File: src/rtl/serial_seq_tx.sv
// ----------------------------------------------------------------------------
// serial_seq_tx
//
// Serial bit-stream transmitter feeding the single-bit `x` input of the
// sequence-detector FSMs. A parallel pattern word plus a bit count is taken
// over a load/ready handshake and shifted out MSB-first (bit len-1 first),
// one bit per clock. Words can follow each other with no idle gap: the
// transmitter is ready again while the last bit of a word is on the line.
//
// Parameters:
//   WIDTH    - maximum pattern length in bits (data word width)
//   LEN_W    - width of `len`; 2**LEN_W must exceed WIDTH
//   IDLE_BIT - value driven on `x` while no word is active
//
// Ports:
//   clock   in   rising-edge clock
//   reset   in   synchronous active-low reset (0 = reset at an edge)
//   load    in   request to transmit data/len
//   data    in   pattern word, bit len-1 is sent first
//   len     in   number of bits to send, legal range 1..WIDTH
//   ready   out  a word can be accepted at the coming edge
//   x       out  serial bit, registered
//   x_valid out  x carries a pattern bit this cycle
//   done    out  high while the last bit of a word is on x
//   err     out  one-cycle pulse after a word was rejected for illegal len
// ----------------------------------------------------------------------------

module serial_seq_tx #(
    parameter int unsigned WIDTH    = 8,
    parameter int unsigned LEN_W    = 4,
    parameter logic        IDLE_BIT = 1'b0
) (
    input  logic             clock,
    input  logic             reset,
    input  logic             load,
    input  logic [WIDTH-1:0] data,
    input  logic [LEN_W-1:0] len,
    output logic             ready,
    output logic             x,
    output logic             x_valid,
    output logic             done,
    output logic             err
);

    localparam logic [0:0] IDLE  = 1'b0;
    localparam logic [0:0] SHIFT = 1'b1;

    localparam logic [LEN_W-1:0] LEN_MAX = LEN_W'(WIDTH);
    localparam logic [LEN_W-1:0] CNT_ONE = LEN_W'(1);

    // State
    logic [0:0]       state_q, state_d;
    logic [LEN_W-1:0] cnt_q,   cnt_d;    // bits remaining, including the one on x
    logic [WIDTH-1:0] sreg_q,  sreg_d;   // word left-aligned: bit on x sits at the MSB
    logic             x_q,     x_d;
    logic             err_q,   err_d;

    // Handshake decode
    logic             last;
    logic             len_ok;
    logic             accept;
    logic             reject;
    logic [LEN_W-1:0] shamt;
    logic [WIDTH-1:0] aligned;

    always_comb begin
        last   = (state_q == SHIFT) && (cnt_q == CNT_ONE);
        ready  = (state_q == IDLE) || last;
        len_ok = (len != '0) && (len <= LEN_MAX);
        accept = load && ready && len_ok;
        reject = load && ready && !len_ok;
        // Move bit len-1 up to the MSB so that every word shifts out from the
        // same position regardless of its length; bits above len-1 fall off.
        shamt   = LEN_MAX - len;
        aligned = data << shamt;
    end

    // Next state
    always_comb begin
        state_d = state_q;
        cnt_d   = cnt_q;
        sreg_d  = sreg_q;
        x_d     = x_q;
        err_d   = reject;

        if (accept) begin
            // Also covers the back-to-back reload on the last bit of a word.
            state_d = SHIFT;
            cnt_d   = len;
            sreg_d  = aligned;
            x_d     = aligned[WIDTH-1];
        end else if (state_q == SHIFT) begin
            if (last) begin
                state_d = IDLE;
                cnt_d   = '0;
                sreg_d  = '0;
                x_d     = IDLE_BIT;
            end else begin
                cnt_d  = cnt_q - CNT_ONE;
                sreg_d = sreg_q << 1;
                x_d    = sreg_d[WIDTH-1];
            end
        end
    end

    always_ff @(posedge clock) begin
        if (!reset) begin
            state_q <= IDLE;
            cnt_q   <= '0;
            sreg_q  <= '0;
            x_q     <= IDLE_BIT;
            err_q   <= 1'b0;
        end else begin
            state_q <= state_d;
            cnt_q   <= cnt_d;
            sreg_q  <= sreg_d;
            x_q     <= x_d;
            err_q   <= err_d;
        end
    end

    // Outputs
    always_comb begin
        x       = x_q;
        x_valid = (state_q == SHIFT);
        done    = last;
        err     = err_q;
    end

endmodule

File: config.mk
export PLATFORM = sky130hd
export DESIGN_NAME = serial_seq_tx
export DESIGN_NICKNAME = d
export VERILOG_FILES = /design/src/rtl/serial_seq_tx.sv
export SDC_FILE = /design/constraint.sdc
export NUM_CORES = 1
export LEC_CHECK = 0
export CAP_MARGIN = 20
export CORE_MARGIN = 2
export CORE_UTILIZATION = 45
export DETAILED_ROUTE_END_ITERATION = 7
export MAX_ROUTING_LAYER = met4
export PLACE_DENSITY = 0.79
export SLEW_MARGIN = 40
export SYNTH_ARGS = -nofsm -noshare
export SYNTH_HDL_FRONTEND = slang
export SYNTH_SLANG_ARGS = --single-unit
File: constraint.sdc
create_clock -name clock -period 4.1 [get_ports clock]
set_input_delay 1.23 -clock clock [delete_from_list [all_inputs] [get_ports clock]]
set_output_delay 1.23 -clock clock [all_outputs]
set_load 0.05 [all_outputs]
# [Yosys cells after proc, flatten, opt, wreduce, memory -nomap -nowiden]
# Index checks and enable logic that the tools add are counted.
[totals] in_bits=15 out_inout_bits=5 regBits=14 elab_cells=32
[classes] n_lt_le_gt_ge=1 n_reduce_logical=9 shifts=1 eq_ne=1 mux=12 add_sub_neg=2 n_bitwise=1
[op_table] cell="$mux 7" count=3
[op_table] cell="$mux 4" count=3
[op_table] cell="$shl 8x4->8" count=1
[op_table] cell="$mux 1" count=6
[op_table] cell="$logic_and 1x1->1" count=5
[op_table] cell="$eq 4x1->1 const B" count=1
[op_table] cell="$le 4x4->1 const B" count=1
[op_table] cell="$reduce_bool 4->1" count=1
[op_table] cell="$sub 4x1->4 const B" count=1
[op_table] cell="$sub 4x4->4 const A" count=1
[op_table] cell="$reduce_bool 2->1" count=1
[op_table] cell="$logic_not 1->1" count=1
[op_table] cell="$logic_or 1x1->1" count=1
[op_table] cell="$not 1->1" count=1

# [Logic depth before layout (Yosys ltp)]
# Gate-level depths: netlist of run 1.
[depth] ltp_word=6 mapped_depth=8 mapped_depth_nobuf=8

# [Worst setup path after synthesis of run 1]
# Ideal clock, no wire load.
[synth_timing] path_kind="reg-to-output" startpoint="reg state_q (netlist: x_valid)" endpoint="out done" path_buffers=0 slack_ps=855 path_stages_with_launch=3 required_ps=2870 arrival_ps=2015 cell_sequence="dfxtp_1 > inv_1 > nor3_1"
[synth_between] elab_chain_cells=1
[synth_lines] item="from (decl)" line="52" rtl="logic [0:0] state_q, state_d;"
[synth_lines] item="from (signal assigned)" line="114" rtl="state_q <= state_d;"
[synth_lines] item="$logic_and 1x1->1" line="67" rtl="last = (state_q == SHIFT) && (cnt_q == CNT_ONE);"
[synth_lines] item="to (decl)" line="41" rtl="output logic done,"
# No other way between the ends.

# [Final worst setup path of run 1]
[layout_timing] startpoint="reg cnt_q[0]" endpoint="out ready"
[layout_between] elab_chain_cells=3
[layout_lines] item="from (decl)" line="53" rtl="logic [LEN_W-1:0] cnt_q, cnt_d;"
[layout_lines] item="from (signal assigned)" line="115" rtl="cnt_q <= cnt_d;"
[layout_lines] item="$eq 4x1->1" line="67"
[layout_lines] item="$logic_and 1x1->1" line="67"
[layout_lines] item="$logic_or 1x1->1" line="68" rtl="ready = (state_q == IDLE) || last;"
[layout_lines] item="to (decl)" line="38" rtl="output logic ready,"
# No other way between the ends.

==> metrics, run 1 <==
clk slew on worst S/H paths=0.09 ns; Critical Path Sink Type=output port; CP Max Fanout=7; final slew viol count=0; first-pass GRT wire length=3.65 mm; final hold violation count=0; Unique masters post-synth=35; RSZ-0062 raised after global routing=no; cell area after layout=approximately 1200 um2; # IOs=20; Vert. Die Dim=49.4 um; skew final=between 0.01 and 0.015 ns; FFs w/ async S/R, synth=0%; Initial Util=47.7%; CP max-delay cell=clkdlybuf4s50_1; DR WL/cell=between 10 and 15 um; min Tclk post-route=3.56 ns; NumNets Final=158; DRC errors left=0; Antenna Cells=0; GR Layer Usage met1=24.1%; DP HPWL=~1.7 mm; Core Region=just under 2000 um2; clock sink count=14; setup tns final=0 ns; Seq cells post-synth=14; Num CTS Buffers=3; Yosys top cell by area=dfxtp_1; Hold Crit Class=flip-flop to flip-flop; area share of the largest cell type after synthesis=30.3%; Initial DRT Pass Iterations=4; WP data arrival=2.33 ns; Leakage Power=around 0.43 nW; Hold Buf Count CTS=0; Rows=16; post-synthesis instance total=117; final hold slack=0.466 ns; Area Overhead vs Synth=26.5%; worst path cell trace=ha_1, nor3b_1, nor2_1, inv_1, clkdlybuf4s50_1; CTS tree=done; Worst Setup Start Kind=flip-flop; Crit path max-delay family=buffers and inverters; Final GP Congestion=~0.81; Post-Syn Area=926 um2; Syn Nets=135; Crit path largest cell delay=0.81 ns; CP bufs+invs=2; largest net degree at the start of global routing=14; top cells by area, synth=dfxtp_1 30%, a21oi_1 6.5%, a31oi_1 5.4%, mux2_2 4.9%, mux2i_1 4.3%; Root Driver=clkbuf_4; critical path class=flip-flop to output port; EDFF count, synth=0; Via Count=934; GR peak layer=met2; Max IR drop VDD=0.201 mV; share of cells above drive strength 1=7.25%; Max Cap Violations=0; post-synthesis sequential area ratio=30.3%; initial antenna violation count=0; IO buf count=19; post-CTS resize count=0; Max Freq=281 MHz; remaining global-route overflow=0; overall routed net length=2.18 mm; P per Cell Area=307 nW/um2; GR Util met3=6.13%; clk buf depth=2; 1st-iter DRT viols=40; die area=~2400 um2; Total GRT Usage=19.6%; Avg Vias per Cell=5.66; DP Area=around 1100 um2; period utilization=86.8%; met2 Track Usage GR=32.9%; Die Width=slightly below 50 um; setup violators final=0; mean post-synth cell area=~8 um2; Setup Buffers After CTS=0; status=finished, final reports clean; worst slew pin tran=0.586 ns; Clock Latency Late Sink=0.28 ns; slew margin rel.=around three fifths; CTS H-Tree Depth=1; vias in the first global route=854; Synth Flop Type=dfxtp_1; Crit path required time=~2.9 ns; antenna-violating nets left=0; YS warnings=0
metrics by stage:
stage | cells | util (%) | total power, W | worst slack [ns]
floorplan | 117 | - | 0.000244 | 0.855
global placement | 162 | 59.1 | 0.000282 | 0.722
detailed placement | 162 | 59.1 | 0.000286 | 0.639
CTS | 165 | 60.3 | 0.000360 | 0.539
global route | 165 | 60.3 | 0.000382 | 0.344
finish | 165 | 60.3 | 0.000360 | 0.543
path summary, 6_finish.rpt:
kind	start	endpoint	slack [ns]	depth (start not counted)
setup reg to reg	cnt_q[0]	sreg_q[1]	2.03	6
setup / recovery	cnt_q[0]	ready	0.54	5
hold reg to reg	sreg_q[0]	sreg_q[0]	0.47	2
hold / removal	sreg_q[0]	sreg_q[0]	0.47	2
placed cells by master (no fill, tap or decap), drive strengths merged, types with 2 or more instances in the layout:
master,instances
a31oi,8
o21ai,5
nand3,5
nand2,8
nor2,9
inv,9
ha,3
mux2i,4
clkdlybuf4s50,19
mux2,4
o22ai,3
a21oi,12
nor3,3
o21a,2
or3,2
a22oi,3
a211o,3
dfxtp,14
nand2b,3
clkbuf,3
cell type report:
class	count	area [um2]
clock buffers	3	22.5
fillers	192	771
inverters	10	37.5
multi-input cells	91	599
flip-flops and latches	14	280
well taps	27	33.8
repair buffers	20	198
synthesized netlist by cell type, drive strengths merged (2+ instances only):
| master | count |
|---|---|
| or3 | 2 |
| ha | 3 |
| dfxtp | 14 |
| inv | 9 |
| a21oi | 12 |
| mux2 | 4 |
| nand2 | 8 |
| a211o | 3 |
| nand2b | 3 |
| nor3 | 3 |
| o21ai | 5 |
| o22ai | 3 |
| o21a | 2 |
| a31oi | 8 |
| nand3 | 5 |
| mux2i | 4 |
| a22oi | 3 |
| nor2 | 9 |
where the power goes:
| part | leakage, nW | switching, W | internal [W] |
|---|---|---|---|
| Combinational | 0.305 | 0.0000705 | 0.0000544 |
| Clock | 0.0138 | 0.0000428 | 0.0000340 |
| Sequential | 0.115 | 0.00000975 | 0.000149 |
kinds of logic after synthesis:
| kind of cell | count (synthesis) | synth area share (%) |
|---|---|---|
| muxes | 9 | 11.6 |
| xor gates and xnor gates | 2 | 1.89 |
| AOI/OAI and AO/OA | 39 | 26.1 |
| and+or+nand+nor | 38 | 21.1 |
| DFF | 14 | 30.3 |
| buffers and inverters | 12 | 5.00 |
| adders and majority gates | 3 | 4.05 |
per-layer routing:
metal	up-vias	part of all wire (%)
met1	419	44
li1	479	-
met5	-	0
met2	36	49
met4	0	0
met3	0	6.6
flip-flops by register name (all words and copies together), names as in the netlist:
register and count:
x_valid 1, sreg_q 7, cnt_q 4, err 1, x 1
worst reg2reg max path: cells and delay by family, from the launching register on:
kind | cells | cell delay, ns
adders and majority gates | 1 | 0.20
DFF | 1 | 0.41
AOI/OAI and AO/OA | 2 | 0.49
and+or+nand+nor | 3 | 0.88
Power figures use the tool's default switching activity.
==> run 2: changes to the inputs <==
--- a/config.mk
+++ b/config.mk
@@ -7,10 +7,10 @@
 export LEC_CHECK = 0
 export CAP_MARGIN = 20
 export CORE_MARGIN = 2
-export CORE_UTILIZATION = 45
+export CORE_UTILIZATION = 53
 export DETAILED_ROUTE_END_ITERATION = 7
 export MAX_ROUTING_LAYER = met4
-export PLACE_DENSITY = 0.79
+export PLACE_DENSITY = 0.88
 export SLEW_MARGIN = 40
 export SYNTH_ARGS = -nofsm -noshare
 export SYNTH_HDL_FRONTEND = slang
==> metrics, run 2 (synthesis gave the netlist of run 1 again) <==
final slew viol count=0 (unchanged); initial antenna violation count=0 (unchanged); Area Overhead vs Synth=25.1%; Core Region=1690 um2 (-13%); largest net degree at the start of global routing=14 (unchanged); Num CTS Buffers=3 (unchanged); NumNets Final=158 (unchanged); skew final=0.00403 ns (-0.00819 ns); Crit path required time=2.87 ns (about the same); post-CTS resize count=0 (unchanged); remaining global-route overflow=0 (unchanged); min Tclk post-route=3.59 ns (+0.0373 ns); Leakage Power=0.433 nW (unchanged); clk buf depth=2 (unchanged); first-pass GRT wire length=3.57 mm (-2.3%); status=finished, final reports clean; worst slew pin tran=0.546 ns (-0.0400 ns); slew margin rel.=63.4% (+2.7 points); Setup WS post-layout=0.506 ns (-0.0373 ns); Place WS=0.658 ns (+0.0189 ns); Avg Vias per Cell=6.09 (+7.6%); Rows=15 (-1); RSZ-0062 raised after global routing=no; Critical Path Sink Type=output port; FILL cells=140 (-27%); Initial DRT Pass Iterations=4 (unchanged); clock sink count=14 (unchanged); setup violators final=0 (unchanged); P per Cell Area=309 nW/um2 (+0.68%); critical path class=flip-flop to output port; setup tns final=0 ns (unchanged); Clock Latency Late Sink=0.28 ns (about the same); DP HPWL=1.68 mm (-2.0%); Final GP Congestion=0.785 (-3.3%); Antenna Cells=0 (unchanged); DR WL/cell=13.7 um (+3.6%); WP data arrival=2.36 ns (+0.03 ns); # IOs=20 (unchanged); CTS H-Tree Depth=1 (unchanged); vias in the first global route=889 (+4.1%); Max IR drop VDD=0.243 mV (+21%); Max Freq=278 MHz (-1.0%); r2r setup slk=2.03 ns (about the same); most common cell after layout, fill and taps aside=clkdlybuf4s50_1; IO buf count=19 (unchanged); Max Cap Violations=0 (unchanged); Total GRT Usage=23.8% (+4.2 points); overall routed net length=2.12 mm (-2.7%); Die Width=45.8 um (-7.2%); Via Count=944 (+1.1%); Root Driver=clkbuf_4; share of cells above drive strength 1=7.25% (unchanged); antenna-violating nets left=0 (unchanged); CP Max Fanout=7 (unchanged); Hold Buf Count CTS=0 (unchanged); DRC errors left=0 (unchanged); die area=2100 um2 (-14%); CTS tree=done; Largest register FFs=7 (unchanged); period utilization=87.7% (+0.91 points); 1st-iter DRT viols=34 (-15%); Vert. Die Dim=45.8 um (-7.2%); final hold violation count=0 (unchanged); Post-Layout Cell Count=155 (-6.1%); largest register by flop count=sreg_q; most frequent cells in the layout=19 x clkdlybuf4s50_1, 14 x dfxtp_1, 12 x a21oi_1, 9 x inv_1, 9 x nor2_1; Initial Util=54.8% (+7.1 points); Worst Setup Start Kind=flip-flop; Setup Buffers After CTS=0 (unchanged); clk slew on worst S/H paths=0.08 ns (about the same); Hold Crit Class=flip-flop to flip-flop; top flop regs=sreg_q (7), cnt_q (4); dpl cells=152 (-6.2%)
==> run 2: cell counts in the layout (fill, tap and decap cells not counted) <==
No cell type changed its count.
==> run 2: stage by stage <==
step	instance area, um2	util (%)	hold WS (ns)	total power (W)
finish	1160	68.6	0.464	0.000359
CTS	1160	68.6	0.463	0.000358
floorplan	926	-	0.432	0.000244
detailed placement	1140	67.3	0.454	0.000285
global route	1160	68.6	0.495	0.000379
global placement	1140	67.3	0.447	0.000281
==> run 2: cell type report <==
class,instances,area (um2),share of cell area (%)
inverters,10,37.5,3.24
clock buffers,3,22.5,1.94
flip-flops and latches,14,280,24.2
multi-input cells,91,599,51.7
well taps,17,21.3,1.84
repair buffers,20,198,17.1
==> run 2: final timing paths <==
path / start / to / cells after the start
setup / recovery: cnt_q[0] / ready / 5
hold / removal: sreg_q[0] / sreg_q[0] / 2
setup reg to reg: cnt_q[0] / sreg_q[1] / 6
hold reg to reg: sreg_q[0] / sreg_q[0] / 2
==> run 2: per-layer routing <==
metal	vias to the layer above	part of all wire [%]	global-route usage (%)
met2	35	53	43.7
met1	431	40	25.6
met4	0	0.85	4.00
met3	2	6.1	6.75
met5	-	0	-
li1	476	-	-
==> run 2: worst max-delay path, stage by stage, from the launching register on <==
cell	delay, ns
dfxtp_1	0.41
ha_1	0.20
nor3b_1	0.34
nor2_1	0.20
inv_1	0.13
clkdlybuf4s50_1	0.81
==> run 2: power by group <==
group	total (W)	internal, W	switching, W	leakage, nW
registers	0.000158	0.000148	0.00000974	0.115
clock network	0.0000760	0.0000341	0.0000420	0.0138
logic	0.000124	0.0000542	0.0000700	0.305
total	0.000359	0.000237	0.000122	0.433
